--- config.mk ---
export PLATFORM = sky130hd
export DESIGN_NAME = ram_arbiter_flat
export DESIGN_NICKNAME = d
export VERILOG_FILES = /design/src/rtl/ram_arbiter_if.sv /design/src/rtl/ram_arbiter.sv /design/src/flat_wrapper.sv
export SDC_FILE = /design/constraint.sdc
export NUM_CORES = 1
export LEC_CHECK = 0
export ABC_AREA = 1
export CORE_ASPECT_RATIO = 0.75
export CORE_MARGIN = 10
export CORE_UTILIZATION = 35
export CTS_CLUSTER_DIAMETER = 30
export DETAILED_ROUTE_END_ITERATION = 10
export PLACE_DENSITY = 0.87
export SLEW_MARGIN = 40
export SYNTH_ARGS = -nofsm -noshare
export SYNTH_HDL_FRONTEND = slang
export SYNTH_SLANG_ARGS = --single-unit
export TNS_END_PERCENT = 20
--- constraint.sdc ---
create_clock -name CLK -period 1.69 [get_ports CLK]
set_clock_uncertainty 0.1 [all_clocks]
set_input_delay 0.169 -clock CLK [delete_from_list [all_inputs] [get_ports CLK]]
set_output_delay 0.169 -clock CLK [all_outputs]
set_load 0.01 [all_outputs]
--- src/rtl/ram_arbiter_if.sv ---
// rtl/ram_arbiter_if.sv - requester, RAM and status signals of the fetch/loader RAM arbiter
interface ram_arbiter_if #(
  parameter int ADDR_W = 11,
  parameter int DATA_W = 32
);
  logic              fetch_req;
  logic [ADDR_W-1:0] fetch_addr;
  logic              fetch_gnt;
  logic              fetch_rvalid;
  logic [DATA_W-1:0] fetch_rdata;

  logic              load_req;
  logic              load_we;
  logic [ADDR_W-1:0] load_addr;
  logic [DATA_W-1:0] load_wdata;
  logic              load_lock;
  logic              load_gnt;
  logic              load_rvalid;
  logic [DATA_W-1:0] load_rdata;

  logic              cpu_halt;
  logic              ram_en;
  logic              ram_we;
  logic [ADDR_W-1:0] ram_addr;
  logic [DATA_W-1:0] ram_wdata;
  logic [DATA_W-1:0] ram_rdata;
  logic [15:0]       conflict_cnt;

  // master: the requesters plus the RAM macro; slave: the arbiter
  modport master (
    output fetch_req, fetch_addr, load_req, load_we, load_addr, load_wdata, load_lock, ram_rdata,
    input  fetch_gnt, fetch_rvalid, fetch_rdata, load_gnt, load_rvalid, load_rdata,
    input  cpu_halt, ram_en, ram_we, ram_addr, ram_wdata, conflict_cnt
  );

  modport slave (
    input  fetch_req, fetch_addr, load_req, load_we, load_addr, load_wdata, load_lock, ram_rdata,
    output fetch_gnt, fetch_rvalid, fetch_rdata, load_gnt, load_rvalid, load_rdata,
    output cpu_halt, ram_en, ram_we, ram_addr, ram_wdata, conflict_cnt
  );
endinterface

--- src/rtl/ram_arbiter.sv ---
// rtl/ram_arbiter.sv - single-port RAM arbiter between CPU fetch and program loader with exclusive lock
module ram_arbiter #(
  parameter int ADDR_W = 11,
  parameter int DATA_W = 32
) (
  input  logic          CLK,
  input  logic          RST,
  ram_arbiter_if.slave  bus
);

  typedef enum logic {SHARED, LOCKED} state_t;

  state_t            state;
  logic              last_load;
  logic              fetch_pend;
  logic              load_pend;
  logic [DATA_W-1:0] fetch_hold;
  logic [DATA_W-1:0] load_hold;
  logic [15:0]       cnt;

  logic              fetch_gnt_c;
  logic              load_gnt_c;
  logic              contend;
  logic [ADDR_W-1:0] addr_mux;
  logic [DATA_W-1:0] wdata_mux;

  // load_lock is ignored for the grant until the state register has taken it
  always_comb begin
    fetch_gnt_c = 1'b0;
    load_gnt_c  = 1'b0;
    if (!RST) begin
      if (state == LOCKED) begin
        load_gnt_c = bus.load_req;
      end else if (bus.fetch_req && bus.load_req) begin
        fetch_gnt_c = last_load;
        load_gnt_c  = !last_load;
      end else begin
        fetch_gnt_c = bus.fetch_req;
        load_gnt_c  = bus.load_req;
      end
    end
    contend = (state == LOCKED) ? bus.fetch_req : (bus.fetch_req && bus.load_req);
  end

  always_comb begin
    addr_mux  = '0;
    wdata_mux = '0;
    if (load_gnt_c) begin
      addr_mux  = bus.load_addr;
      wdata_mux = bus.load_wdata;
    end else if (fetch_gnt_c) begin
      addr_mux  = bus.fetch_addr;
    end
  end

  assign bus.fetch_gnt    = fetch_gnt_c;
  assign bus.load_gnt     = load_gnt_c;
  assign bus.ram_en       = fetch_gnt_c | load_gnt_c;
  assign bus.ram_we       = load_gnt_c & bus.load_we;
  assign bus.ram_addr     = addr_mux;
  assign bus.ram_wdata    = wdata_mux;
  assign bus.fetch_rvalid = fetch_pend & ~RST;
  assign bus.load_rvalid  = load_pend & ~RST;
  assign bus.fetch_rdata  = (fetch_pend && !RST) ? bus.ram_rdata : fetch_hold;
  assign bus.load_rdata   = (load_pend && !RST) ? bus.ram_rdata : load_hold;
  assign bus.cpu_halt     = (state == LOCKED) & ~RST;
  assign bus.conflict_cnt = cnt;

  always_ff @(posedge CLK) begin
    if (RST) begin
      state      <= SHARED;
      last_load  <= 1'b1;
      fetch_pend <= 1'b0;
      load_pend  <= 1'b0;
      fetch_hold <= '0;
      load_hold  <= '0;
      cnt        <= 16'd0;
    end else begin
      case (state)
        SHARED:  if (bus.load_lock)  state <= LOCKED;
        LOCKED:  if (!bus.load_lock) state <= SHARED;
        default: state <= SHARED;
      endcase

      if (fetch_gnt_c)     last_load <= 1'b0;
      else if (load_gnt_c) last_load <= 1'b1;

      // pending flags follow the requester, not the state, so owed data survives a lock edge
      fetch_pend <= fetch_gnt_c;
      load_pend  <= load_gnt_c & ~bus.load_we;
      if (fetch_pend) fetch_hold <= bus.ram_rdata;
      if (load_pend)  load_hold  <= bus.ram_rdata;

      if (contend && (cnt != 16'hFFFF)) cnt <= cnt + 16'd1;
    end
  end

endmodule

--- src/flat_wrapper.sv ---
// flat-port wrapper written by rule: the top's interface ports become plain ports
module ram_arbiter_flat 
#(
  parameter int ADDR_W = 11,
  parameter int DATA_W = 32
)
  (CLK, RST, bus_fetch_req, bus_fetch_addr, bus_load_req, bus_load_we, bus_load_addr, bus_load_wdata, bus_load_lock, bus_ram_rdata, bus_fetch_gnt, bus_fetch_rvalid, bus_fetch_rdata, bus_load_gnt, bus_load_rvalid, bus_load_rdata, bus_cpu_halt, bus_ram_en, bus_ram_we, bus_ram_addr, bus_ram_wdata, bus_conflict_cnt);
  ram_arbiter_if #(.ADDR_W(ADDR_W), .DATA_W(DATA_W)) bus_i ();
  input  logic CLK;
  input  logic RST;
  input wire logic [$bits(bus_i.fetch_req)-1:0] bus_fetch_req;
  input wire logic [$bits(bus_i.fetch_addr)-1:0] bus_fetch_addr;
  input wire logic [$bits(bus_i.load_req)-1:0] bus_load_req;
  input wire logic [$bits(bus_i.load_we)-1:0] bus_load_we;
  input wire logic [$bits(bus_i.load_addr)-1:0] bus_load_addr;
  input wire logic [$bits(bus_i.load_wdata)-1:0] bus_load_wdata;
  input wire logic [$bits(bus_i.load_lock)-1:0] bus_load_lock;
  input wire logic [$bits(bus_i.ram_rdata)-1:0] bus_ram_rdata;
  output wire logic [$bits(bus_i.fetch_gnt)-1:0] bus_fetch_gnt;
  output wire logic [$bits(bus_i.fetch_rvalid)-1:0] bus_fetch_rvalid;
  output wire logic [$bits(bus_i.fetch_rdata)-1:0] bus_fetch_rdata;
  output wire logic [$bits(bus_i.load_gnt)-1:0] bus_load_gnt;
  output wire logic [$bits(bus_i.load_rvalid)-1:0] bus_load_rvalid;
  output wire logic [$bits(bus_i.load_rdata)-1:0] bus_load_rdata;
  output wire logic [$bits(bus_i.cpu_halt)-1:0] bus_cpu_halt;
  output wire logic [$bits(bus_i.ram_en)-1:0] bus_ram_en;
  output wire logic [$bits(bus_i.ram_we)-1:0] bus_ram_we;
  output wire logic [$bits(bus_i.ram_addr)-1:0] bus_ram_addr;
  output wire logic [$bits(bus_i.ram_wdata)-1:0] bus_ram_wdata;
  output wire logic [$bits(bus_i.conflict_cnt)-1:0] bus_conflict_cnt;
  assign bus_i.fetch_req = bus_fetch_req;
  assign bus_i.fetch_addr = bus_fetch_addr;
  assign bus_i.load_req = bus_load_req;
  assign bus_i.load_we = bus_load_we;
  assign bus_i.load_addr = bus_load_addr;
  assign bus_i.load_wdata = bus_load_wdata;
  assign bus_i.load_lock = bus_load_lock;
  assign bus_i.ram_rdata = bus_ram_rdata;
  assign bus_fetch_gnt = bus_i.fetch_gnt;
  assign bus_fetch_rvalid = bus_i.fetch_rvalid;
  assign bus_fetch_rdata = bus_i.fetch_rdata;
  assign bus_load_gnt = bus_i.load_gnt;
  assign bus_load_rvalid = bus_i.load_rvalid;
  assign bus_load_rdata = bus_i.load_rdata;
  assign bus_cpu_halt = bus_i.cpu_halt;
  assign bus_ram_en = bus_i.ram_en;
  assign bus_ram_we = bus_i.ram_we;
  assign bus_ram_addr = bus_i.ram_addr;
  assign bus_ram_wdata = bus_i.ram_wdata;
  assign bus_conflict_cnt = bus_i.conflict_cnt;
  ram_arbiter #(.ADDR_W(ADDR_W), .DATA_W(DATA_W)) u_core (.CLK(CLK), .RST(RST), .bus(bus_i));
endmodule
==> results.txt <==
Core Rows: 34
RR Endpoint: u_core.bus.conflict_cnt[15]
failing checks: setup timing
Die Area: 16400 µm²
power per cell area: 691 nW/µm²
worst-path fanout max: 7
chip width: 145 µm
XOR/XNOR share of the synthesized area: 1.29%
worst min path class: input port to flip-flop
Req. time, crit path: 1.42 ns
Crit Path Category: flip-flop to output pin
area leader, netlist: dfxtp_1
total track usage: 18.6%
crit path to: bus_ram_addr[5]
setup slack after layout: -0.179 ns
Util after Layout: 63.4%
Antenna diodes: 0
post-route ant nets: 0
worst relative slew slack: 76.4%
Tmin final: 1.87 ns
fmax: 535 MHz
largest net degree at the start of global routing: 25
CTS buffer count: 9
CORE AREA: 11500 µm²
Final Hold Violating Endpoints: 0
post-synthesis compound-gate area fraction: 21.4%
Via density: 4.76
Pleak: 3.43 nW
CP max stage delay: 0.33 ns
sequential fraction of the synthesis area: 41.3%
cells after synthesis: 598
worst-path cell chain: inv_2, nand2_1, o21ai_1, nor2_1, buf_6, buf_4, a22o_1, buf_2
Critical-path top delay cell: dfxtp_2
Critical Path Source: u_core.state
final setup vio count: 70
clk slew on worst S/H paths: 0.07 ns
Pwr Total: 5.03 mW
non-filler instance count after layout: 1014
gr ovfl total: 0
Die Span Y: 113 µm
Async S/R FF share, synth: 0%
DRT iter0 DRCs: 255
Post-Synth Adder-Cell Area: 0.307%
CP Launch Type: flip-flop
Max-Cap Viols: 0
measured slew at the worst slew-check pin: 0.352 ns
post-synth top area share: 41.3%
register bit total from synthesis: 84
final hold slack: 0.225 ns
crit end category: output pin
Cells after DPL: 976
synth unique cells: 28
largest family of logic cells by synthesized area: compound AO/OA/AOI/OAI gates
yosys warns: 0
io pins: 222
WL per Instance: 16.3 µm
RSZ-0062 raised after global routing: yes
most common library cells after synthesis: 129 x o21ai_0, 116 x inv_1, 110 x nand2_1
Mean Syn Cell Area: 6.81 µm²
CTS Hold Bufs: 0
synth top area cells: dfxtp_1 41%, o21ai_0 16%, inv_1 11%
initial cell density of the core: 35.4%
RePlAce Congestion: 0.832
fin. max-slew vios: 0
layout cells sized above 1: 35.1%
status: finished with violations
first-pass GRT wire length: 24500 µm
quantity of I/O buffers inserted on ports: 221
Worst R2R Path Depth: 9
Reg-to-Reg Start: u_core.bus.conflict_cnt[1]
Reg2Reg Setup Slack: 0.09 ns
worst skew pair latency: 0.34 ns
vias in the first global route: 4731
period utilisation layout: 111%
Routed WL: 16600 µm
drt pass-1 iters: 4
mux cell area share after synthesis: 0%
CTS root buf: clkbuf_16
Layout area overhead: 78.9%
htree depth: 3
drt drc: 0
most used flip-flop cell after synthesis: dfxtp_1
Final nets: 958
detailed placement HPWL: 11700 µm
Syn Nets: 691
Post-synth EDFFs: 0
Max Root-Sink Buffers: 2
CTS tree: built
most numerous cell in the Yosys netlist: o21ai_0
peak supply drop: 0.000514 V
vias: 4824
antenna violations before repair: 0
Sink Count: 84
Synth Cell Area: 4070 µm²
hold_sp: RST
Synth Area in Simple Gates: 21.2%
CP arrival: 1.60 ns
-- report_power, final --
group	internal (mW)	switching, mW
Clock	1.04	0.891
Sequential	2.05	0.0211
Combinational	0.534	0.499
Total	3.62	1.41
-- cell usage in the layout, fill, tap and decap left out, types with 27 or more instances in the layout --
cell             synthesis  final
dfxtp_1                 84     77
clkdlybuf4s50_1          0    102
nand2_2                  7     32
buf_2                   13     90
nor2_1                  56     29
buf_4                    1     35
o21ai_0                129     85
inv_1                  116    112
o21ai_1                  2     27
nand2_1                110     77
-- kinds of logic after synthesis --
group	count (synthesis)
AOI/OAI and AO/OA	157
xor gates and xnor gates	6
adders and majority gates	1
buffers and inverters	148
DFF	84
and+or+nand+nor	202
-- layer usage --
| metal | GRT usage [%] | wire length, µm | up-vias |
|---|---|---|---|
| met5 | 0 | 0 | - |
| met3 | 7.48 | 1300 | 19 |
| met2 | 31.0 | 7960 | 159 |
| met1 | 22.2 | 7130 | 2233 |
| met4 | 3.56 | 175 | 0 |
| li1 | - | - | 2413 |
-- timing repair --
item,CTS,global route
cloned,4,6
pin swaps,4,7
endpoints found under the setup margin,125,132
setup buffers,6,6
gates resized for setup,392,244
endpoints found under the hold margin,0,0
-- critical path, delay by kind of cell, from the launching register on --
| family | cells | cell delay, ns |
|---|---|---|
| flops | 1 | 0.33 |
| buf+inv | 4 | 0.48 |
| simple gates | 2 | 0.11 |
| compound gates | 2 | 0.34 |
-- state kept, by name, indices dropped and copies added (netlist names) --
name	count
u_core.bus.conflict_cnt	16
u_core.load_pend	1
u_core.fetch_pend	1
u_core.last_load	1
u_core.fetch_hold	32
u_core.load_hold	32
u_core.state	1
-- how the worst min path moves through the flow --
stage                     slack (ns)  depth (start not counted)                         end
final                           0.22                          4  u_core.bus.conflict_cnt[2]
after global routing            0.23                          4  u_core.bus.conflict_cnt[2]
after CTS                       0.24                          3                u_core.state
after detailed placement        0.35                          2            u_core.last_load
after global placement          0.35                          2        u_core.load_hold[28]
after floorplan                 0.14                          1            u_core.load_pend
-- stage by stage --
stage                     area [µm²]  TNS, ns  setup slack, ns
after global routing            7280   -14.59           -0.233
after CTS                       6960   -14.71           -0.223
after floorplan                 4070        0          0.00385
after global placement          6750   -51.33           -0.523
final                           7280    -7.10           -0.179
after detailed placement        6750   -56.24           -0.543
-- area by class of cell --
cell class / instances / area [µm²]
Clock buffer: 9 / 225
Clock inverter: 7 / 63.8
Fill cell: 952 / 4200
Inverter: 119 / 454
Multi-Input combinational cell: 366 / 2100
Sequential cell: 84 / 1690
Tap cell: 144 / 180
Timing Repair Buffer: 285 / 2570
Power figures use the tool's default switching activity.
